### src/rtl/button_debouncer.sv
// button_debouncer: synchronises a raw push-button level and filters contact
// bounce with a counter-based FSM. It produces a clean level plus one-cycle
// rise and fall strobes.
// Optional long-press flag: define BUTTON_DEBOUNCER_LONG_PRESS_EN to build it.
// Otherwise output_long_press is tied to 0.
module button_debouncer #(
    parameter int unsigned SYNC_STAGES     = 2,
    parameter int unsigned DEBOUNCE_CYCLES = 16,
    parameter int unsigned CNT_WIDTH       = 5,
    parameter int unsigned HOLD_CYCLES     = 64,
    parameter int unsigned HOLD_WIDTH      = 8
) (
    input  logic input_clock1_clk_1,
    input  logic input_input_switch3__preset_3,
    input  logic input_push_button2_raw,
    output logic output_debounced,
    output logic output_rise_pulse,
    output logic output_fall_pulse,
    output logic output_long_press
);

    localparam logic [1:0] IDLE_LOW  = 2'd0;
    localparam logic [1:0] WAIT_HIGH = 2'd1;
    localparam logic [1:0] IDLE_HIGH = 2'd2;
    localparam logic [1:0] WAIT_LOW  = 2'd3;

    localparam logic [CNT_WIDTH-1:0] CNT_ONE  = CNT_WIDTH'(1);
    localparam logic [CNT_WIDTH-1:0] CNT_LAST = CNT_WIDTH'(DEBOUNCE_CYCLES);

    // Reject illegal parameterisations at elaboration time.
    if (SYNC_STAGES < 2 || DEBOUNCE_CYCLES < 1 ||
        DEBOUNCE_CYCLES >= (32'd1 << CNT_WIDTH) ||
        HOLD_CYCLES < 1 || HOLD_CYCLES >= (32'd1 << HOLD_WIDTH)) begin : g_bad_param
        $error("button_debouncer: illegal parameter value");
    end

    logic [SYNC_STAGES-1:0] sync_q, sync_d;
    logic [1:0]             state_q, state_d;
    logic [CNT_WIDTH-1:0]   cnt_q, cnt_d;
    logic                   level_q, level_d;
    logic                   rise_q, rise_d;
    logic                   fall_q, fall_d;
    logic                   sync_bit;

    assign sync_d   = {sync_q[SYNC_STAGES-2:0], input_push_button2_raw};
    assign sync_bit = sync_q[SYNC_STAGES-1];

    // Synchroniser chain, FSM state, counter and registered outputs.
    always_ff @(posedge input_clock1_clk_1 or negedge input_input_switch3__preset_3) begin
        if (!input_input_switch3__preset_3) begin
            sync_q  <= '0;
            state_q <= IDLE_LOW;
            cnt_q   <= '0;
            level_q <= 1'b0;
            rise_q  <= 1'b0;
            fall_q  <= 1'b0;
        end else begin
            sync_q  <= sync_d;
            state_q <= state_d;
            cnt_q   <= cnt_d;
            level_q <= level_d;
            rise_q  <= rise_d;
            fall_q  <= fall_d;
        end
    end

    // Debounce FSM: a new level must persist DEBOUNCE_CYCLES edges to commit.
    always_comb begin
        logic stable;
        logic differs;
        logic commit;
        logic [CNT_WIDTH-1:0] cnt_inc;

        state_d = state_q;
        cnt_d   = '0;
        level_d = level_q;
        rise_d  = 1'b0;
        fall_d  = 1'b0;
        stable  = (state_q == IDLE_HIGH) || (state_q == WAIT_LOW);
        differs = (sync_bit != stable);
        commit  = 1'b0;
        cnt_inc = cnt_q + CNT_ONE;

        case (state_q)
            IDLE_LOW, IDLE_HIGH: begin
                if (differs) begin
                    if (DEBOUNCE_CYCLES == 32'd1) begin
                        commit = 1'b1;
                    end else begin
                        state_d = (state_q == IDLE_LOW) ? WAIT_HIGH : WAIT_LOW;
                        cnt_d   = CNT_ONE;
                    end
                end
            end
            default: begin
                if (differs) begin
                    if (cnt_inc == CNT_LAST) begin
                        commit = 1'b1;
                    end else begin
                        cnt_d = cnt_inc;
                    end
                end else begin
                    // Bounced back before the count completed: drop the candidate.
                    state_d = (state_q == WAIT_HIGH) ? IDLE_LOW : IDLE_HIGH;
                end
            end
        endcase

        if (commit) begin
            state_d = stable ? IDLE_LOW : IDLE_HIGH;
            cnt_d   = '0;
            level_d = ~stable;
            rise_d  = ~stable;
            fall_d  = stable;
        end
    end

    assign output_debounced  = level_q;
    assign output_rise_pulse = rise_q;
    assign output_fall_pulse = fall_q;

`ifdef BUTTON_DEBOUNCER_LONG_PRESS_EN
    localparam logic [HOLD_WIDTH-1:0] HOLD_LAST = HOLD_WIDTH'(HOLD_CYCLES);
    localparam logic [HOLD_WIDTH-1:0] HOLD_ONE  = HOLD_WIDTH'(1);

    logic [HOLD_WIDTH-1:0] hold_q, hold_d;
    logic                  long_q, long_d;

    // Hold counter and long-press flag registers.
    always_ff @(posedge input_clock1_clk_1 or negedge input_input_switch3__preset_3) begin
        if (!input_input_switch3__preset_3) begin
            hold_q <= '0;
            long_q <= 1'b0;
        end else begin
            hold_q <= hold_d;
            long_q <= long_d;
        end
    end

    // Count stable-high edges, saturating; the fall commit clears everything.
    always_comb begin
        hold_d = hold_q;
        long_d = long_q;
        if (fall_d) begin
            hold_d = '0;
            long_d = 1'b0;
        end else if (level_q) begin
            if (hold_q != HOLD_LAST) begin
                hold_d = hold_q + HOLD_ONE;
            end
            long_d = (hold_d == HOLD_LAST);
        end
    end

    assign output_long_press = long_q;
`else
    assign output_long_press = 1'b0;
`endif

endmodule

### config.mk
export PLATFORM = sky130hd
export DESIGN_NAME = button_debouncer
export DESIGN_NICKNAME = d
export VERILOG_FILES = /design/src/rtl/button_debouncer.sv
export SDC_FILE = /design/constraint.sdc
export NUM_CORES = 1
export LEC_CHECK = 0
export ABC_AREA = 1
export CAP_MARGIN = 20
export CORE_AREA = 2 2 39 41
export CTS_CLUSTER_SIZE = 28
export DETAILED_ROUTE_END_ITERATION = 8
export DIE_AREA = 0 0 41 43
export GPL_ROUTABILITY_DRIVEN = 0
export SETUP_SLACK_MARGIN = 0.15
export SLEW_MARGIN = 15
export SYNTH_ARGS = -nofsm -noshare
export SYNTH_HDL_FRONTEND = slang
export SYNTH_SLANG_ARGS = --single-unit
### constraint.sdc
create_clock -name input_clock1_clk_1 -period 2 [get_ports input_clock1_clk_1]
set_input_delay 0.4 -clock input_clock1_clk_1 [delete_from_list [all_inputs] [get_ports input_clock1_clk_1]]
set_output_delay 0.4 -clock input_clock1_clk_1 [all_outputs]
set_load 0.005 [all_outputs]
Word-level counts from Yosys, hierarchy flattened
Index checks and enable logic that the tools add are counted.
{"block": "op_classes", "addsub": 1, "n_eq_ne": 7, "muxes": 17, "bitwise": 1, "reduce_logical": 4}
{"cell": "$mux W5", "n": 4}
{"cell": "$mux W2", "n": 7}
{"cell": "$mux W1", "n": 6}
{"cell": "$add A5 B1 Y5 const B", "n": 1}
{"cell": "$eq A5 B5 Y1 const B", "n": 1}
{"cell": "$eq A2 B2 Y1 const B", "n": 2}
{"cell": "$ne A3 B1 Y1 const B", "n": 1}
{"cell": "$ne A3 B3 Y1 const B", "n": 1}
{"cell": "$eq A2 B1 Y1 const B", "n": 1}
{"cell": "$logic_not A2 Y1", "n": 1}
{"cell": "$reduce_and A2 Y1", "n": 1}
{"cell": "$reduce_or A2 Y1", "n": 1}
{"cell": "$logic_or A1 B1 Y1", "n": 1}
{"cell": "$ne A1 B1 Y1", "n": 1}
{"cell": "$not A1 Y1", "n": 1}
{"block": "word_totals", "register_bits": 12, "out_inout_bits": 4, "wordCells": 36}

Depth between registers and ports, before layout
Gate-level depths: netlist of the first run.
{"block": "logic_depth", "ltp_word": 7, "mapped_depth": 8, "ltp_nobuf": 8}

Worst setup path after synthesis of the first run
Ideal clock, no wire load.
{"block": "synth_timing", "kind": "input to register", "from": "input cnt_q[0]", "to": "register state_q[1]", "setup_ps": 117, "arrival_time_ps": 1069, "slack_ps": 814, "path_stages": 9, "path_cell_list": "dfrtp_1 ha_1 nand3_1 nand2_1 nand2_2 nor2_4 nand2_4 nand2_1 nand2_1"}
{"block": "synth_between", "elab_chain_len": 7, "word_cells_on_any_way": 9}
{"element": "from (decl)", "line_no": "39", "source": "logic [CNT_WIDTH-1:0] cnt_q, cnt_d;"}
{"element": "$add A5 B1 Y5 *", "line_no": "82", "source": "cnt_inc = cnt_q + CNT_ONE;"}
{"element": "$eq A5 B5 Y1 *", "line_no": "97", "source": "if (cnt_inc == CNT_LAST) begin"}
{"element": "$mux W1 *", "line_no": "97"}
{"element": "$mux W1 *", "line_no": "96", "source": "if (differs) begin"}
{"element": "$mux W1 *", "line_no": "84", "source": "case (state_q)"}
{"element": "$ne A3 B1 Y1 (no source line) / $ne A3 B3 Y1 (equally long branches)"}
{"element": "$reduce_and A2 Y1 (no source line)"}
{"element": "to (signal assigned)", "line_no": "59", "source": "state_q <= state_d;"}
{"element": "to (decl)", "line_no": "38", "source": "logic [1:0] state_q, state_d;"}
Mark *: on every way between the ends. The rest lies on a longest branch, timed or not.
A chain may end at the register's enable or synchronous reset.

Worst setup path in the final report of the first run
{"block": "layout_timing", "from": "input output_debounced", "to": "output output_debounced"}
{"element": "from (decl)", "line_no": "16", "source": "output logic output_debounced,"}
No word-level cell between the ends.

==> metrics.txt, run 1 <==
Num Clock Sinks 12; setup violators final 0; Final Critical Period 1520 ps; core area 0.00138 mm^2; Post-CTS Resized 0; Reg area 300 um^2; Post-Syn Area 538 um^2; worst-case reg-to-reg path depth 8; Async S/R FF share, synth 100%; Synth area leaders dfrtp_1, nand2_1, nand2_2; clock-pin slew on the worst setup and hold paths 70 ps; CTS Buf Count 3; via count of the first global-routing pass 362; Yosys top cell area share 55.8%; grt total ovfl 0; Slew HR 65.1%; Synth top cells by count dfrtp_1, nand2_1, inv_1; area grow syn2layout 18.4%; Vias 352; share of cells above drive strength 1 24.6%; CP endpoint kind output port; Avg Vias per Cell 4.57; port bufs 5; Least-Margin Pin Slew 522 ps; ANT cells 0; CP bufs+invs 1; Syn Nets 57; period utilization 75.9%; Tot GR Track Use 12.3%; Top Ports 7; Synth area leader dfrtp_1; Die Area 0.00176 mm^2; most common cell in the netlist dfrtp_1; routed wire length per instance 9.81 um; FMAX 0.659 GHz; status completed; CP max-delay cell clkdlybuf4s50_1; drt total wl 755 um; worst min-delay path class reg2reg; final worst slack 483 ps; 1st-pass router iterations 2; critical-path cell list clkdlybuf4s50_1; DRC viols 0; clk_skew 4.40 ps; Pwr per Cell Area 724 mW/mm^2; CTS tree done; Worst VDD drop 0.404 mV; Yosys cell types 19; Initial Utilization 38.9%; total negative slack 0 ps; WP depth 1; Cells after Synth 53; Die Y 43 um; Post-CTS Setup Inserts 0; Pleak 0.000333 uW; crit path max fanout 2; Die X 41 um; Max Cap Viol 0; Root Buffer clkbuf_4; pin count of the biggest net entering global routing 13; cts hold-fix bufs 0; Slew Viols, Final 0; global-route wire length before repair 1.41 mm; H-Tree Depth 1; final hold slack 356 ps; nets@finish 66; critical path's largest stage delay 500 ps; Fin. Hold Viols 0; Post-synth EDFFs 0; post-synthesis register bit count 12; Worst Setup Path Type reg2out; Design Power 461 uW; clk buf depth 2; synthesized area per cell 10.2 um^2; sequential fraction of the synthesis area 55.8%; DPL Wire Length 607 um; Critical Path RT 1600 ps; yosys warns 0; number of core rows 14; multi-input logic area 204 um^2; RSZ-0062 raised after global routing false; Most used DFF post-synth dfrtp_1; family with the most delay on the worst path buffers and inverters; crit start category flop; fillers 136; initial antenna violation count 0; Hold Path Cell Cnt 0; worst skew pair latency 270 ps; Setup WS pre-CTS 689 ps; CP Data Arrival Time 1120 ps; initial DRC count 4; Final ANT Viol Nets 0
==> flip-flops by register name (all words and copies together) (netlist names) <==
name	cells
cnt_q	5
output_debounced	1
state_q	2
output_fall_pulse	1
output_rise_pulse	1
sync_q	2
==> layout make-up <==
class	instances	area share, %
sequential	12	47.2
multi-input combinational	33	32.0
timing repair buffer	5	7.86
clock buffer	4	5.70
inverter	7	4.13
tap	16	3.14
==> worst reg2reg max path, delay by kind of cell (launching register included) <==
family	cells	cell delay [ps]
flip-flops	1	400
adder cells (fa/ha/maj)	1	240
AND/OR/NAND/NOR	7	560
==> worst paths after layout <==
path                                                from                end  slack [ps]
min in group asynchronous  input_input_switch3__preset_3  output_rise_pulse         470
hold reg to reg                                sync_q[0]          sync_q[1]         360
max in group asynchronous  input_input_switch3__preset_3  output_fall_pulse        1180
hold / removal                                 sync_q[0]          sync_q[1]         360
setup / recovery                        output_debounced   output_debounced         480
setup reg to reg                                cnt_q[0]   output_debounced         690
==> cell usage in the layout (no fill, tap or decap) <==
cell type / n
dfrtp_1: 12
nand2_1: 10
inv_1: 6
nand2_2: 5
clkdlybuf4s50_1: 5
nand3_1: 3
clkbuf_4: 3
nand4_1: 2
a21oi_1: 2
nor2_1: 2
inv_2: 1
xor2_1: 1
and3_2: 1
nor2_8: 1
nor2_4: 1
nand2_4: 1
nand3_2: 1
nor3_1: 1
ha_1: 1
conb_1: 1
clkbuf_8: 1
==> power by group <==
part | switching [uW] | internal [uW] | total [uW]
logic | 11.8 | 7.88 | 19.7
clock network | 78.1 | 111 | 189
registers | 4.58 | 248 | 253
total | 94.5 | 367 | 461
==> metrics by stage <==
stage / util [%] / cells / instance area [um^2]
6_report: 46.0 / 77 / 637
5_1_grt: 46.0 / 77 / 637
4_1_cts: 46.0 / 77 / 637
3_5_place_dp: 43.4 / 73 / 601
3_3_place_gp: 43.4 / 73 / 601
2_1_floorplan: - / 53 / 538
==> per-layer routing <==
layer	GRT usage [%]	vias to the layer above	wire (um)
met3	2.62	4	41
met4	12.0	0	27
met1	14.5	160	298
li1	-	180	-
met5	0	-	0
met2	17.2	8	387
==> cell families (layout without fill, tap and decap cells) <==
logic type	count (synthesis)	after routing	share of synthesized area, %
and+or+nand+nor	28	28	31.4
DFF	12	12	55.8
buffers and inverters	8	16	6.28
AOI/OAI and AO/OA	2	2	1.86
adders and majority gates	1	1	2.33
other	1	1	0.697
xor gates and xnor gates	1	1	1.63
(Power assumes the default switching activity.)
==> inputs of run 2 (changes only) <==
==> constraint.sdc (replaced) <==
create_clock -name input_clock1_clk_1 -period 1.25 [get_ports input_clock1_clk_1]
set_input_delay 0.25 -clock input_clock1_clk_1 [delete_from_list [all_inputs] [get_ports input_clock1_clk_1]]
set_output_delay 0.25 -clock input_clock1_clk_1 [all_outputs]
set_load 0.005 [all_outputs]
==> metrics.txt, run 2 (same netlist as run 1, synthesis figures left out) <==
status completed; via count of the first global-routing pass 338 (-6.6%); multi-input logic area 236 um^2 (+16%); clk buf depth 2 (unchanged); port bufs 5 (unchanged); cell area after layout 726 um^2 (+14%); setup violators final 0 (unchanged); Worst R2R Setup Slack 20 ps (-670 ps); Fin. Hold Viols 0 (unchanged); Area after DPL 641 um^2 (+6.7%); Reg area 300 um^2 (unchanged); Max Cap Viol 0 (unchanged); RSZ-0062 raised after global routing true; Pleak 0.000375 uW (+13%); nets@finish 76 (+15%); Worst VDD drop 0.548 mV (+35%); Avg Vias per Cell 4.35 (-4.9%); Critical Path RT 1400 ps (-200 ps); CTS Buf Count 3 (unchanged); clock network fraction of design power 32.5% (-8.4 points); fillers 125 (-8.1%); Tot GR Track Use 12.5% (+0.22 points); Top Ports 7 (unchanged); drt total wl 857 um (+14%); Seq pwr share 60.2% (+5.4 points); CTS tree done; Die Y 43 um (unchanged); CP endpoint kind flop; worst skew pair latency 260 ps (about the same); initial antenna violation count 0 (unchanged); Setup WS pre-CTS -28.2 ps (-717 ps); Comb power frac 7.3% (+3.0 points); Initial Utilization 38.9% (unchanged); internal power component 535 uW (+46%); 1st-pass router iterations 4 (+2); Worst Setup Path Type reg2reg; Pwr per Cell Area 930 mW/mm^2 (+28%); Top reg by flops cnt_q; initial DRC count 2 (-2); period utilization 98.5%; number of core rows 14 (unchanged); share of cells above drive strength 1 42.9% (+18 points); Root Buffer clkbuf_4; dpl cells 76 (+4.1%); sw frac 20.8% (+0.30 points); DPL Wire Length 616 um (+1.5%); routed wire length per instance 9.97 um (+1.6%); cts hold-fix bufs 0 (unchanged); DRC viols 0 (unchanged); ANT cells 0 (unchanged); core area 0.00138 mm^2 (unchanged); Die Area 0.00176 mm^2 (unchanged); Final Critical Period 1230 ps; CP Data Arrival Time 1380 ps (+260 ps); Slew Viols, Final 0 (unchanged); clock-pin slew on the worst setup and hold paths 70 ps (about the same); Die X 41 um (unchanged); worst setup path startpoint cnt_q[1]; fin cells 86 (+12%); biggest regs cnt_q (5), state_q (2), sync_q (2); worst r2r src cnt_q[1]; total negative slack 0 ps (unchanged); commonest non-fill, non-tap cell in the layout dfrtp_1; Final ANT Viol Nets 0 (unchanged); worst min-delay path class in2async; Vias 374 (+6.3%); global-route wire length before repair 1.44 mm (+2.0%); clk_skew 2.65 ps (-1.75 ps); max FFs per register 5 (unchanged); Num Clock Sinks 12 (unchanged); crit start category flop; FMAX 0.813 GHz; final worst slack 19.2 ps (-464 ps); pin count of the biggest net entering global routing 13 (unchanged); area grow syn2layout 34.9%; switching component of the power 140 uW (+48%); grt total ovfl 0 (unchanged); Design Power 675 uW (+46%); H-Tree Depth 1 (unchanged); most frequent cells in the layout dfrtp_1, buf_4, nand2_1; crit path max fanout 4 (+2)
[run 2: cell types whose count changed in the layout (fill, tap and decap cells not counted), sizes merged]
cell / before / now
clkdlybuf4s50: 5 / 2
clkdlybuf4s15: 0 / 2
buf: 0 / 10
[run 2: metal layers]
| layer | track usage, % | part of all wire [%] | vias to the layer above |
|---|---|---|---|
| li1 | - | - | 202 |
| met1 | 17.6 | 44 | 168 |
| met2 | 16.6 | 53 | 2 |
| met3 | 3.14 | 1.5 | 2 |
| met4 | 8.00 | 0.93 | 0 |
| met5 | 0 | 0 | - |
[run 2: layout make-up]
cell class	instances	share of cell area [%]
Clock buffer	3	3.10
Tap cell	16	2.76
Timing Repair Buffer	15	16.6
Inverter	7	3.62
Multi-Input combinational cell	33	32.6
Sequential cell	12	41.4
[run 2: final timing paths]
check | to | cells after the start
max in group asynchronous | output_fall_pulse | 2
hold reg to reg | sync_q[1] | 0
min in group input_clock1_clk_1 | sync_q[1] | 0
setup / recovery | output_debounced | 8
setup reg to reg | output_debounced | 8
hold / removal | sync_q[0] | 2
[run 2: timing repair]
item | in CTS | in global routing
gates resized for setup | 5 | 6
setup endpoints to repair | 11 | 11
setup buffers | 5 | 2
pin swaps | 3 | 1
cloned | 0 | 0
[run 2: per-stage QoR]
step | util, % | hold slack, ps
after CTS | 50.5 | 271
final | 52.4 | 278
after detailed placement | 46.3 | 338
after global placement | 46.3 | 340
after global routing | 52.4 | 299
after floorplan | - | -45.6
[run 2: worst max-delay path, cell delays in order (launching register included)]
cell	delay, ps
dfrtp_1	410
ha_4	180
nand3_2	60
nand2_2	80
nand2_2	60
nor2_4	150
nand2_4	80
nand2_1	60
nand2_1	50
[run 2: power groups by stage]
stage | Clock [uW] | Combinational (uW) | Sequential [uW]
detailed placement | 0 | 41.7 | 414
global placement | 0 | 41.4 | 414
floorplan | 0 | 20.4 | 412
finish | 220 | 49.4 | 406
CTS | 234 | 49.0 | 406
global route | 248 | 57.8 | 407
